==> config.mk <==
export PLATFORM = sky130hd
export DESIGN_NAME = chunked_adder_acc
export DESIGN_NICKNAME = d
export VERILOG_FILES = /design/src/rtl/chunked_adder_acc.sv
export SDC_FILE = /design/constraint.sdc
export NUM_CORES = 1
export LEC_CHECK = 0
export CAP_MARGIN = 5
export CORE_MARGIN = 1
export CORE_UTILIZATION = 48
export DETAILED_ROUTE_END_ITERATION = 10
export PLACE_DENSITY = 0.76
export SLEW_MARGIN = 25
export SYNTH_ARGS = -nofsm -noshare
export SYNTH_HDL_FRONTEND = slang
export SYNTH_SLANG_ARGS = --single-unit
export TNS_END_PERCENT = 100
==> constraint.sdc <==
create_clock -name clk -period 2.8 [get_ports clk]
set_input_delay 0.84 -clock clk [delete_from_list [all_inputs] [get_ports clk]]
set_output_delay 0.84 -clock clk [all_outputs]
set_load 0.05 [all_outputs]
==> src/rtl/chunked_adder_acc.sv <==
// Multi-cycle WIDTH-bit adder/subtractor, CHUNK bits per clock, with a running accumulator.
// Optional signed saturation of the result is enabled by defining CHUNKED_ADDER_SAT_EN.
module chunked_adder_acc #(
    parameter int WIDTH = 16,
    parameter int CHUNK = 4
) (
    input  logic             clk,
    input  logic             rst,
    input  logic             in_valid,
    output logic             in_ready,
    input  logic [WIDTH-1:0] a,
    input  logic [WIDTH-1:0] b,
    input  logic             sub,
    input  logic             acc,
    output logic             out_valid,
    input  logic             out_ready,
    output logic [WIDTH-1:0] sum,
    output logic             cout,
    output logic             ovf
);

    localparam int STEPS = WIDTH / CHUNK;
    localparam int CW    = (STEPS > 1) ? $clog2(STEPS) : 1;

    typedef enum logic [1:0] {IDLE, RUN, DONE} state_t;

    state_t           state;
    logic [WIDTH-1:0] op_a;
    logic [WIDTH-1:0] op_b;
    logic [WIDTH-1:0] part;
    logic [WIDTH-1:0] accum;
    logic             carry;
    logic [CW-1:0]    cnt;

    logic [CHUNK-1:0] chunk_a;
    logic [CHUNK-1:0] chunk_b;
    logic [CHUNK:0]   chunk_res;
    logic [WIDTH-1:0] next_part;
    logic [WIDTH-1:0] res_sum;
    logic             last;
    logic             msb_cin;
    logic             res_cout;
    logic             res_ovf;

    always_comb begin
        chunk_a   = CHUNK'(op_a >> (int'(cnt) * CHUNK));
        chunk_b   = CHUNK'(op_b >> (int'(cnt) * CHUNK));
        chunk_res = {1'b0, chunk_a} + {1'b0, chunk_b} + (CHUNK+1)'(carry);
        next_part = part;
        next_part[int'(cnt)*CHUNK +: CHUNK] = chunk_res[CHUNK-1:0];
        last      = (cnt == CW'(STEPS - 1));
        // The MSB sum bit is a^b^cin, so the carry into the MSB falls out of it directly.
        msb_cin   = op_a[WIDTH-1] ^ op_b[WIDTH-1] ^ next_part[WIDTH-1];
        res_cout  = chunk_res[CHUNK];
        res_ovf   = msb_cin ^ res_cout;
        res_sum   = next_part;
`ifdef CHUNKED_ADDER_SAT_EN
        // Overflow only happens when both operands share a sign; that sign picks the limit.
        if (res_ovf) begin
            res_sum = op_a[WIDTH-1] ? {1'b1, {(WIDTH-1){1'b0}}}
                                    : {1'b0, {(WIDTH-1){1'b1}}};
        end
`endif
    end

    always_ff @(posedge clk) begin
        if (rst) begin
            state     <= IDLE;
            in_ready  <= 1'b1;
            out_valid <= 1'b0;
            sum       <= '0;
            cout      <= 1'b0;
            ovf       <= 1'b0;
            accum     <= '0;
            cnt       <= '0;
            op_a      <= '0;
            op_b      <= '0;
            part      <= '0;
            carry     <= 1'b0;
        end else begin
            case (state)
                IDLE: begin
                    if (in_valid && in_ready) begin
                        op_a     <= acc ? accum : a;
                        op_b     <= sub ? ~b : b;
                        carry    <= sub;
                        cnt      <= '0;
                        part     <= '0;
                        in_ready <= 1'b0;
                        state    <= RUN;
                    end
                end
                RUN: begin
                    part  <= next_part;
                    carry <= chunk_res[CHUNK];
                    cnt   <= cnt + CW'(1);
                    if (last) begin
                        sum       <= res_sum;
                        cout      <= res_cout;
                        ovf       <= res_ovf;
                        accum     <= res_sum;
                        out_valid <= 1'b1;
                        state     <= DONE;
                    end
                end
                DONE: begin
                    if (out_ready) begin
                        out_valid <= 1'b0;
                        in_ready  <= 1'b1;
                        state     <= IDLE;
                    end
                end
                default: begin
                    state     <= IDLE;
                    in_ready  <= 1'b1;
                    out_valid <= 1'b0;
                end
            endcase
        end
    end

endmodule

==> results.txt, run 1 <==
Fraction of the mapped netlist area in adder cells = 4.32%
FF-to-FF setup slack = 0.24 ns
Class of the most critical setup path = flop to flop
Mean cell area of the mapped netlist = 9.00 um2
Ratio of final minimum period to clock period = 91.6%
Remaining design rule violation count = 0
Starting DRT DRC Count = 162
Routability congestion estimate = 0.854
DRT antenna net count = 0
Minimum setup slack after placement = 0.188 ns
Final Max Slew Viols = 0
Netlist area before placement = 3540 um2
Compound-cell area share of the yosys netlist = 17.1%
Wire length of the first global-routing pass = 14.3 mm
Final number of hold-violating endpoints = 0
First drt pass iteration count = 4
Reported max-cap violation count = 0
Clock H-tree levels = 3
Main combinational cell family by area after synthesis = simple AND/OR/NAND/NOR gates
Largest buffer count on any clock path = 2
Required arrival time at the worst endpoint = 3.04 ns
Headroom to the max-slew limit = 47.1%
Number of port buffers = 57
CP Cell Sequence = mux4_2 -> fa_1 -> inv_1 -> fa_1 -> xnor2_1 -> a31oi_1 -> nor2_1 -> a31oi_1 -> nor2_1
Total clock buffers created by CTS = 9
Crit Reg-Reg Endpoint = part[6]
Cells after synthesis = 393
Total of cells resized after clock tree synthesis = 0
Hold EP = part[13]
Die height = 87.8 um
Number of cells on the worst reg-to-reg path = 9
Run status = finished, final reports clean
Met1 routed wirelength after detailed routing = 3.99 mm
Nets@finish = 494
Number of storage elements in the synthesis netlist = 73
Measured slew at the worst slew-check pin = 0.792 ns
Classification of the worst-slack hold path = flop to flop
Final worst slack = 0.236 ns
Highest layer used for signal routing = met4
Leakage power total = 1.63 nW
Yosys warning total = 0
P per Cell Area = 620 nW/um2
ANT cells = 0
Met2 WL post-DR = 4.31 mm
Element type at the critical path end = flop
Number of setup violations in the final report = 0
Peak ir drop on the vdd network = 301 uV
Layout area overhead = 28.6%
Peak Freq = 390 MHz
Critical path startpoint category = flop
Share of the yosys chip area belonging to registers = 41.3%
Total length of routed met3 wires = 342 um
Reg-to-Reg Start = cnt[1]
Unrepaired setup endpoints after global routing = no
Fraction of layout instances using a drive strength above 1 = 10.7%
Global router's overall resource usage = 25.0%
Clock Sinks = 73
Die W = 87.8 um
Maximum number of pins on one net before global-route repair = 74
Clock Pin Slew Worst Setup and Hold Paths = 0.07 ns
Overall power of the completed layout = 2.82 mW
Share of synthesized cell area in and, or, nand and nor gates = 17.4%
Estimated wirelength of the detail-placed design = 6.12 mm
Critical-path top delay cell = sky130_fd_sc_hd__mux4_2
Number of distinct library cells after synthesis = 35
Post-CTS Repair Setup Buffers = 0
Post-synthesis net count = 442
I/O pin count = 58
Count of flip-flops with a built-in enable after synthesis = 0
Sum of overflow across all layers after global routing = 0
Top cell type's share of synthesized area = 41.3%
Quantity of hold-fixing buffers added after cts = 0
Leading cell type by number of instances after synthesis = sky130_fd_sc_hd__nor2_1
Full die area = 7710 um2
Placeable core region = 6940 um2
Synth top area cells = sky130_fd_sc_hd__dfxtp_1 41%, sky130_fd_sc_hd__a211oi_1 8.9%, sky130_fd_sc_hd__nor2_1 8.3%, sky130_fd_sc_hd__mux4_2 5.1%, sky130_fd_sc_hd__xnor2_1 4.7%
Slowest Stage Delay on Critical Path = 0.54 ns
Clock tree from TritonCTS = done
Post-route worst hold slack = 0.469 ns
Via count normalized by instance count = 5.50
Highest fanout seen on the critical path = 4
Number of global-route vias before repair = 2903
Clock root buffer = sky130_fd_sc_hd__clkbuf_8
Cell count of the worst hold path = 2
Cell type with the largest total area after synthesis = sky130_fd_sc_hd__dfxtp_1
Total Routed Length = 8.84 mm
Hold Crit Start = part[13]
Top cells by instance count after synthesis = 78 x sky130_fd_sc_hd__nor2_1, 73 x sky130_fd_sc_hd__dfxtp_1, 42 x sky130_fd_sc_hd__a211oi_1
Crit path DAT = 2.80 ns
Total number of placement rows = 30
Final critical-path required period = 2.56 ns
Fraction of synthesized cell area in xor and xnor cells = 4.95%
Final worst clock skew = 0.00655 ns
Prevailing post-synth register cell = sky130_fd_sc_hd__dfxtp_1
Starting Density = 50.9%
Async set-or-reset flop fraction in the synthesized netlist = 0%
Drt wl/cell = 16.2 um
Antenna violations before repair = 0
Via Count = 3004
Proportion of synthesized area in mux cells = 10.6%
Setup Total Neg Slack = 0 ns
Latest clock arrival within the worst-skew pair = 0.35 ns
-- cell usage in the layout, fill, tap and decap left out, types with 7 or more instances in the layout --
cell type,instances
sky130_fd_sc_hd__nor3_1,8
sky130_fd_sc_hd__clkbuf_8,10
sky130_fd_sc_hd__nand2_1,13
sky130_fd_sc_hd__buf_4,11
sky130_fd_sc_hd__ha_1,9
sky130_fd_sc_hd__mux2i_1,16
sky130_fd_sc_hd__dfxtp_1,72
sky130_fd_sc_hd__xnor2_1,19
sky130_fd_sc_hd__a211oi_1,42
sky130_fd_sc_hd__a31oi_1,14
sky130_fd_sc_hd__mux4_2,8
sky130_fd_sc_hd__nor2_1,77
sky130_fd_sc_hd__nand3_1,7
sky130_fd_sc_hd__nor2b_1,16
sky130_fd_sc_hd__inv_1,8
sky130_fd_sc_hd__a21oi_1,19
sky130_fd_sc_hd__clkdlybuf4s50_1,56
-- kinds of logic after synthesis --
kind of cell,Yosys count
AOI/OAI and AO/OA,88
xor gates and xnor gates,20
adders and majority gates,11
buffers and inverters,39
DFF,73
muxes,27
and+or+nand+nor,135
-- power breakdown --
group / leakage [nW] / total [mW] / switching, mW / internal [mW]
registers: 0.596 / 1.14 / 0.0432 / 1.10
clock network: 0.144 / 1.20 / 0.399 / 0.797
logic: 0.893 / 0.482 / 0.261 / 0.221
total: 1.63 / 2.82 / 0.704 / 2.12
-- area by class of cell --
| type | instances | area (um2) |
|---|---|---|
| Clock inverter | 5 | 150 |
| Multi-Input combinational cell | 281 | 1930 |
| Clock buffer | 11 | 141 |
| Tap cell | 96 | 120 |
| Timing Repair Buffer | 71 | 708 |
| Inverter | 9 | 33.8 |
| Fill cell | 565 | 2400 |
| Sequential cell | 73 | 1460 |
-- critical path, delay by kind of cell, from the launching register on --
kind	cells	cell delay (ns)
AOI/OAI and AO/OA	2	0.48
DFF	1	0.42
buffers and inverters	1	0.09
muxes	1	0.54
and+or+nand+nor	2	0.12
xor gates and xnor gates	1	0.17
adders and majority gates	2	0.63
-- stage by stage --
stage                     util, %  instances  instance area, um2
after global routing         65.5        546                4550
after CTS                    65.4        546                4540
after detailed placement     61.2        530                4250
after floorplan                 -        393                3540
after global placement       61.2        530                4250
final                        65.5        546                4550
-- flip-flops by register name (all words and copies together) (netlist names) --
register and cells:
accum 16, in_ready 1, cnt 2, carry 1
ovf 1, op_b 16, out_valid 1, part 16
op_a 16, cout 1, state 2
-- worst max path at each step --
| stage | from | end | slack (ns) | depth (start not counted) |
|---|---|---|---|---|
| 3_3_place_gp | cnt[0] | ovf | 0.32 | 10 |
| 5_1_grt | cnt[1] | ovf | 0.06 | 7 |
| 2_1_floorplan | cnt[1] | accum[1] | 0.08 | 9 |
| 4_1_cts | cnt[0] | part[6] | 0.14 | 9 |
| 6_report | cnt[1] | part[6] | 0.24 | 9 |
| 3_5_place_dp | cnt[0] | part[6] | 0.19 | 10 |
-- routing by layer --
layer,track usage (%),up-vias
met2,40.3,75
met4,12.5,0
met3,4.62,15
li1,-,1502
met5,0,-
met1,32.3,1412
(Power assumes the default switching activity.)
==> run 2, diff against run 1 <==
Settings changed: CORE_MARGIN 1 to not set, CORE_UTILIZATION 48 to 49, PLACE_DENSITY 0.76 to 0.74.
Clock period 2.8 ns to 3.15 ns, I/O delays scaled along.
==> run 2 against run 1 <==
Utilization fell by 1.5 points. Clock-buffer cell count up 2. Fmax down 5.4%. Critical endpoint is now accum[1]. Wire length is 2.0% lower. Setup slack improved by 0.20 ns. Critical path type unchanged. Register-to-register slack improved by 0.20 ns. First-iteration DRC count up 14%. Clock skew down 0.0021 ns.
==> results.txt, run 2 (synthesis results as in run 1) <==
Leakage power total = 1.56 nW (was 1.63 nW)
DRT antenna net count = 0 (unchanged)
Largest buffer count on any clock path = 2 (unchanged)
Wire length of the first global-routing pass = 14.4 mm (was 14.3 mm)
Final critical-path required period = 2.71 ns (was 2.56 ns)
Element type at the critical path end = flop (unchanged)
Latest clock arrival within the worst-skew pair = 0.34 ns (was 0.35 ns)
Highest fanout seen on the critical path = 13 (was 4)
Final Max Slew Viols = 0 (unchanged)
Classification of the worst-slack hold path = flop to flop (unchanged)
Global router's overall resource usage = 24.8% (was 25.0%)
Reported max-cap violation count = 0 (unchanged)
Estimated wirelength of the detail-placed design = 6.00 mm (was 6.12 mm)
Full die area = 7560 um2 (was 7710 um2)
Die height = 86.9 um (was 87.8 um)
Setup Total Neg Slack = 0 ns (unchanged)
Required arrival time at the worst endpoint = 3.43 ns (was 3.04 ns)
Critical path startpoint category = flop (unchanged)
Number of global-route vias before repair = 2924 (was 2903)
Layout fillers = 571 (was 565)
Layout area overhead = 24.2% (was 28.6%)
Starting Density = 51.5% (was 50.9%)
Post-CTS Repair Setup Buffers = 0 (unchanged)
Hold EP = part[13] (unchanged)
Peak ir drop on the vdd network = 198 uV (was 301 uV)
Via Count = 3027 (was 3004)
Final worst clock skew = 0.00445 ns (was 0.00655 ns)
Commonest non-fill, non-tap cell in the layout = sky130_fd_sc_hd__nor2_1 (unchanged)
CP dominant cell by count = sky130_fd_sc_hd__fa_1
Peak Freq = 369 MHz (was 390 MHz)
Overall power of the completed layout = 2.15 mW (was 2.82 mW)
Dominant delay contributor by cell family on the critical path = adder cells (unchanged)
Placed standard-cell area = 4200 um2 (was 4250 um2)
Maximum number of pins on one net before global-route repair = 41 (was 74)
Antenna violations before repair = 0 (unchanged)
Total of cells resized after clock tree synthesis = 0 (unchanged)
P per Cell Area = 489 nW/um2 (was 620 nW/um2)
Number of setup violations in the final report = 0 (unchanged)
CP Cell Sequence = buf_4 -> mux4_2 -> fa_1 -> inv_1 -> fa_1 -> nor2b_1 -> mux2_2 -> nand2_1 -> a21oi_1 (was mux4_2 -> fa_1 -> inv_1 -> fa_1 -> xnor2_1 -> a31oi_1 -> nor2_1 -> a31oi_1 -> nor2_1)
Unrepaired setup endpoints after global routing = no (unchanged)
Number of port buffers = 57 (unchanged)
Most frequent cells in the layout = 78 x sky130_fd_sc_hd__nor2_1, 73 x sky130_fd_sc_hd__dfxtp_1, 56 x sky130_fd_sc_hd__clkdlybuf4s50_1 (was 77 x sky130_fd_sc_hd__nor2_1, 72 x sky130_fd_sc_hd__dfxtp_1, 56 x sky130_fd_sc_hd__clkdlybuf4s50_1)
Clock Sinks = 73 (unchanged)
Run status = finished, final reports clean (unchanged)
ANT cells = 0 (unchanged)
Sum of overflow across all layers after global routing = 0 (unchanged)
Clock tree from TritonCTS = done (unchanged)
Total Routed Length = 8.66 mm (was 8.84 mm)
Via count normalized by instance count = 5.58 (was 5.50)
Clock root buffer = sky130_fd_sc_hd__clkbuf_8 (unchanged)
Quantity of hold-fixing buffers added after cts = 0 (unchanged)
Crit path DAT = 2.99 ns (was 2.80 ns)
Placeable core region = 6870 um2 (was 6940 um2)
Sequential Area = 1460 um2 (about the same)
Number of cells on the worst reg-to-reg path = 9 (unchanged)
Slowest Stage Delay on Critical Path = 0.51 ns (was 0.54 ns)
Minimum setup slack after placement = 0.401 ns (was 0.188 ns)
Number of buffer and inverter instances along the worst setup path = 2 (was 1)
Die W = 86.9 um (was 87.8 um)
Fraction of layout instances using a drive strength above 1 = 8.52% (was 10.7%)
Clock Pin Slew Worst Setup and Hold Paths = 0.07 ns (about the same)
FF-to-FF setup slack = 0.44 ns (was 0.24 ns)
Crit Reg-Reg Endpoint = accum[1] (was part[6])
Remaining design rule violation count = 0 (unchanged)
First drt pass iteration count = 4 (unchanged)
Routability congestion estimate = 0.788 (was 0.854)
Post-route worst hold slack = 0.474 ns (was 0.469 ns)
Measured slew at the worst slew-check pin = 1.02 ns (was 0.792 ns)
Final number of hold-violating endpoints = 0 (unchanged)
Starting DRT DRC Count = 185 (was 162)
Drt wl/cell = 16.0 um (was 16.2 um)
Final worst slack = 0.439 ns (was 0.236 ns)
Multi-input gate area in the final layout = 1920 um2 (was 1930 um2)
Cell count of the worst hold path = 2 (unchanged)
I/O pin count = 58 (unchanged)
Total number of placement rows = 30 (unchanged)
Ratio of final minimum period to clock period = 86.1% (was 91.6%)
Final cell area excluding filler cells = 4390 um2 (was 4550 um2)
Hold Crit Start = part[13] (unchanged)
Headroom to the max-slew limit = 31.7% (was 47.1%)
Reg-to-Reg Start = cnt[0] (was cnt[1])
Critical-path top delay cell = sky130_fd_sc_hd__dfxtp_1 (was sky130_fd_sc_hd__mux4_2)
Total clock buffers created by CTS = 9 (unchanged)
Nets@finish = 490 (was 494)
Class of the most critical setup path = flop to flop (unchanged)
Clock H-tree levels = 3 (unchanged)
run 2: changes by cell type in the layout (fill, tap and decap cells not counted), sizes merged:
| cell | delta |
|---|---|
| bufinv | -4 |
| clkinv | +2 |
| buf | -4 |
| clkbuf | +2 |
run 2: per-stage QoR:
step / util [%] / instances
after floorplan: - / 393
after CTS: 64.0 / 542
after global routing: 64.0 / 542
after detailed placement: 61.2 / 526
final: 64.0 / 542
after global placement: 61.2 / 526
run 2: layout make-up:
class | instances | area share, %
Sequential cell | 73 | 33.3
Clock inverter | 3 | 0.911
Multi-Input combinational cell | 281 | 43.8
Tap cell | 96 | 2.73
Inverter | 9 | 0.769
Timing Repair Buffer | 67 | 15.2
Clock buffer | 13 | 3.39
run 2: tightest hold or removal path: cells and delay by family, from the launching register on:
kind | cells | cell delay (ns)
AND/OR/NAND/NOR | 1 | 0.06
flip-flops | 1 | 0.31
AO/OA/AOI/OAI | 1 | 0.06
run 2: power breakdown:
| part | switching, mW | total (mW) | internal (mW) |
|---|---|---|---|
| Sequential | 0.0358 | 1.01 | 0.975 |
| Clock | 0.339 | 0.725 | 0.386 |
| Combinational | 0.225 | 0.411 | 0.186 |
run 2: per-layer routing:
metal / wire [um] / vias up / GRT usage [%] / share of wire, %
met5: 0 / - / 0 / 0
met3: 352 / 17 / 3.79 / 4.1
met2: 4130 / 75 / 40.5 / 48
li1: - / 1501 / - / -
met4: 188 / 0 / 11.1 / 2.2
met1: 3990 / 1434 / 32.6 / 46
run 2: worst max path at each step:
| stage | start | to | depth (start not counted) | slack [ns] |
|---|---|---|---|---|
| 2_1_floorplan | cnt[1] | accum[1] | 9 | 0.43 |
| 4_1_cts | cnt[0] | accum[1] | 9 | 0.42 |
| 3_5_place_dp | cnt[0] | ovf | 10 | 0.40 |
| 3_3_place_gp | cnt[0] | ovf | 7 | 0.50 |
| 5_1_grt | cnt[0] | part[6] | 10 | 0.23 |
| 6_report | cnt[0] | accum[1] | 9 | 0.44 |
==> run 3, diff against run 2 <==
Settings changed: GPL_TIMING_DRIVEN set to 1.
==> results of run 3 <==
Final layout, timing and power as in run 2 (identical DEF).
